==> src/rtl/bit_serializer.sv <==
// Parallel-to-serial converter with a one-entry skid/holding register so that
// consecutive words stream out with no gap cycles.
module bit_serializer #(
    parameter int WIDTH      = 8,
    parameter bit MSB_FIRST  = 1,
    parameter bit IDLE_LEVEL = 0
) (
    input  logic             clk,
    input  logic             reset,
    input  logic [WIDTH-1:0] data_in,
    input  logic             data_valid,
    output logic             data_ready,
    output logic             seq_out,
    output logic             seq_valid,
    output logic             word_done,
    output logic             busy
);

    localparam int CW = $clog2(WIDTH);
    localparam logic [0:0] S_IDLE  = 1'b0;
    localparam logic [0:0] S_SHIFT = 1'b1;
    localparam logic [CW-1:0] LAST = CW'(WIDTH - 1);

    logic [0:0]       state, state_nx;
    logic [CW-1:0]    cnt, cnt_nx;
    logic [WIDTH-1:0] word, word_nx;
    logic [WIDTH-1:0] hold, hold_nx;
    logic             hold_full, hold_full_nx;
    logic             accept;
    logic             last;
    logic             next_bit;

    assign data_ready = !hold_full && !reset;
    assign accept     = data_valid && data_ready;
    assign last       = (cnt == LAST);
    assign busy       = (state == S_SHIFT) || hold_full;

    always_comb begin
        state_nx     = state;
        cnt_nx       = cnt;
        word_nx      = word;
        hold_nx      = hold;
        hold_full_nx = hold_full;
        case (state)
            S_IDLE: begin
                if (accept) begin
                    word_nx  = data_in;
                    cnt_nx   = '0;
                    state_nx = S_SHIFT;
                end
            end
            default: begin
                if (!last) begin
                    cnt_nx = cnt + 1'b1;
                    if (accept) begin
                        hold_nx      = data_in;
                        hold_full_nx = 1'b1;
                    end
                end else if (hold_full) begin
                    // Held word takes priority; ready was low so nothing new arrives.
                    word_nx      = hold;
                    hold_full_nx = 1'b0;
                    cnt_nx       = '0;
                end else if (accept) begin
                    word_nx = data_in;
                    cnt_nx  = '0;
                end else begin
                    state_nx = S_IDLE;
                end
            end
        endcase
    end

    // Output bit is picked from the next word/count so seq_out is a flop with latency 1.
    assign next_bit = MSB_FIRST ? word_nx[LAST - cnt_nx] : word_nx[cnt_nx];

    always_ff @(posedge clk) begin
        if (reset) begin
            state     <= S_IDLE;
            cnt       <= '0;
            word      <= '0;
            hold      <= '0;
            hold_full <= 1'b0;
            seq_out   <= IDLE_LEVEL;
            seq_valid <= 1'b0;
            word_done <= 1'b0;
        end else begin
            state     <= state_nx;
            cnt       <= cnt_nx;
            word      <= word_nx;
            hold      <= hold_nx;
            hold_full <= hold_full_nx;
            seq_out   <= (state_nx == S_SHIFT) ? next_bit : IDLE_LEVEL;
            seq_valid <= (state_nx == S_SHIFT);
            word_done <= (state_nx == S_SHIFT) && (cnt_nx == LAST);
        end
    end

endmodule
==> config.mk <==
export PLATFORM = sky130hd
export DESIGN_NAME = bit_serializer
export DESIGN_NICKNAME = d
export VERILOG_FILES = /design/src/rtl/bit_serializer.sv
export SDC_FILE = /design/constraint.sdc
export NUM_CORES = 1
export LEC_CHECK = 0
export ABC_CLOCK_PERIOD_IN_PS = 6400
export CORE_MARGIN = 4
export CORE_UTILIZATION = 50
export CTS_CLUSTER_SIZE = 24
export DETAILED_ROUTE_END_ITERATION = 12
export GPL_TIMING_DRIVEN = 0
export PLACE_DENSITY = 0.75
export SETUP_SLACK_MARGIN = 0.05
export SYNTH_ARGS = -nofsm -noshare
export SYNTH_HDL_FRONTEND = slang
export SYNTH_SLANG_ARGS = --single-unit
==> constraint.sdc <==
create_clock -name clk -period 6.4 [get_ports clk]
set_input_delay 1.92 -clock clk [delete_from_list [all_inputs] [get_ports clk]]
set_output_delay 1.92 -clock clk [all_outputs]
set_load 0.05 [all_outputs]
==> summary.md <==
| Metric | Value |
|---|---|
| Worst-path clk slew | 120 ps |
| Filler cell count | 190 |
| Post-synthesis simple-gate area fraction | 0.181 |
| Count of input and output buffers | 15 |
| Hold-fix buffers, CTS | 0 |
| Avg Synthesized Cell Area | 9.84 um^2 |
| Horiz. Die Dim | 54.3 um |
| Final Max Slew Viols | 0 |
| Pleak | 0.476 nW |
| Routed vias/inst | 5.92 |
| Post-CTS setup buffers | 0 |
| Routed Antenna Nets | 0 |
| GP Congestion | 0.746 |
| Synthesized net count | 122 |
| Total gr overflow | 0 |
| Share of synthesized area spent on multiplexers | 0.0712 |
| Initial antenna violation count | 0 |
| Max cap viols | 0 |
| Layout area overhead | 19.7% |
| Post-Synth XOR/XNOR Area | 0 |
| TritonCTS clock tree | built |
| I/O pin cnt | 16 |
| Clk_lat worst skew | 310 ps |
| Worst VDD drop | 0.148 mV |
| Share of post-route cells with drive strength above 1 | 0.156 |
| FF/Latch Area | 460 um^2 |
| Arr. time, crit path | 3680 ps |
| Largest net degree at the start of global routing | 14 |
| Post-route insts no fill | 155 |
| Die H | 54.3 um |
| Row cnt | 16 |
| Fin. Hold Viols | 0 |
| CP Cell Sequence | clkdlybuf4s50_1 -> clkbuf_1 -> nor2_1 -> clkdlybuf4s50_1 |
| Max clock buf depth | 2 |
| First-pass GRT wire length | 3730 um |
| First-pass DRT Iterations | 4 |
| Layout Skew | 5.00 ps |
| Synth Cell Area | 1070 um^2 |
| DRT iter0 DRCs | 46 |
| CTS Root Cell | clkbuf_4 |
| HP Class | reg -> reg |
| Cells after synthesis | 109 |
| Worst-margin pin slew | 535 ps |
| Nets | 142 |
| Final critical-path share of the clock period | 0.874 |
| Status | finished clean |
| Via count | 917 |
| Critical Path Sink Type | output port |
| CORE AREA | 2000 um^2 |
| DRC viols | 0 |
| Power Density | 217 nW/um^2 |
| Num CTS Buffers | 3 |
| CP max FO | 10 |
| Routed WL | 2360 um |
| Number of global-route vias before repair | 819 |
| CP dominant cell by count | clkdlybuf4s50_1 |
| Setup tns final | 0 ps |
| Synthesis Warnings | 0 |
| Part of the Yosys area used for sequential elements | 0.429 |
| Clock sinks | 23 |
| # diodes | 0 |
| RSZ-0062 raised after global routing | no |
| Multi-input gate area | 562 um^2 |
| Largest family of logic cells by synthesized area | compound AO/OA/AOI/OAI gates |
| H-tree levels | 1 |
| Achievable Freq | 179 MHz |
| Wire length per cell | 15.2 um |
| GRT Total Usage | 0.175 |
| Most common cell after layout, fill and taps aside | dfxtp_1 |
| Post-DP HPWL | 1680 um |
| Die area | 2950 um^2 |
| Slew HR | 0.644 |
| Worst path required time | 4480 ps |
| Max stage delay on crit path | 710 ps |
| # setup viols final | 0 |
| CP max stage cell | clkdlybuf4s50_1 |
| Synth Register Bits | 23 |
| Post-Synth Adder-Cell Area | 0.0233 |
| Count of unique library cells instantiated by Yosys | 28 |
| Crit path launch type | primary input |
| Post-CTS resize count | 0 |
| Placed cells | 151 |
| WS Path Type | in -> out |
| Most frequent cells in the layout | 23 x dfxtp_1, 15 x clkdlybuf4s50_1, 13 x nor2_1, 10 x nand2_1, 10 x a21oi_1 |
| Compound-gate portion of the synthesized area | 0.249 |
| Tmin final | 5600 ps |
| Initial Utilization | 0.536 |
## kinds of logic after synthesis
logic type	after synthesis
AO/OA/AOI/OAI	30
adder cells (fa/ha/maj)	2
buffers and inverters	9
flip-flops	23
multiplexers	5
AND/OR/NAND/NOR	40
## final cells by class
cell class / count / share of cell area
Tap cell: 27 / 0.0263
Sequential cell: 23 / 0.359
Clock buffer: 3 / 0.0175
Multi-Input combinational cell: 77 / 0.438
Clock inverter: 1 / 0.00390
Timing Repair Buffer: 15 / 0.117
Buffer: 9 / 0.0390
## flip-flops by register name (all words and copies together), names as in the netlist
signal,flops
cnt,3
seq_out,1
hold,8
state,1
word_done,1
word,8
hold_full,1
## worst max-delay path, delay by kind of cell
kind | cells | cell delay [ps]
and+or+nand+nor | 1 | 80
buffers and inverters | 3 | 1660
## cell usage after synthesis (all sizes together)
master / number / area share
nor2: 13 / 0.046
and2: 1 / 0.0058
a221oi: 8 / 0.089
mux2i: 3 / 0.040
ha: 2 / 0.023
nor3: 1 / 0.0047
nand2b: 1 / 0.0058
mux4: 1 / 0.021
nand3: 8 / 0.037
a32o: 8 / 0.075
or2: 1 / 0.0058
a21oi: 11 / 0.062
and2b: 1 / 0.0093
nor2b: 2 / 0.012
nor3b: 1 / 0.012
clkbuf: 3 / 0.011
a22oi: 2 / 0.014
mux2: 1 / 0.011
nand2: 10 / 0.035
dfxtp: 23 / 0.43
buf: 6 / 0.036
o211a: 1 / 0.0093
nor4b: 1 / 0.0082
## final timing paths
check                       start                    to  slack [ps]  depth (start not counted)
max                         reset            data_ready         800                          4
min          hold[1]$_SDFFE_PP0P_  hold[1]$_SDFFE_PP0P_         470                          2
max reg2reg     cnt[0]$_SDFF_PP0_    seq_out$_SDFF_PP0_        4100                          9
min reg2reg  hold[1]$_SDFFE_PP0P_  hold[1]$_SDFFE_PP0P_         470                          2
## stage by stage
step	hold WS [ps]	cell area, um^2	power (mW)	worst slack [ps]	utilization
after CTS	469	1280	0.282	808	0.641
after global placement	447	1260	0.216	812	0.628
final	468	1280	0.279	804	0.641
after detailed placement	452	1260	0.216	826	0.628
after floorplan	436	1070	0.197	1710	-
after global routing	484	1280	0.295	729	0.641
## metal layers
metal / track usage / vias up / wire [um]
met5: 0 / - / 0
met4: 0.0622 / 0 / 49
met3: 0.0245 / 9 / 141
met2: 0.289 / 35 / 1140
met1: 0.231 / 431 / 1030
li1: - / 442 / -
## where the power goes
| group | internal [mW] | total (mW) | leakage, nW | switching, mW |
|---|---|---|---|---|
| sequential | 0.149 | 0.154 | 0.187 | 0.00483 |
| combinational | 0.0265 | 0.0594 | 0.271 | 0.0330 |
| clock | 0.0234 | 0.0659 | 0.0177 | 0.0425 |
| total | 0.199 | 0.279 | 0.476 | 0.0803 |
Note: power is estimated with default switching activity, not from simulation.
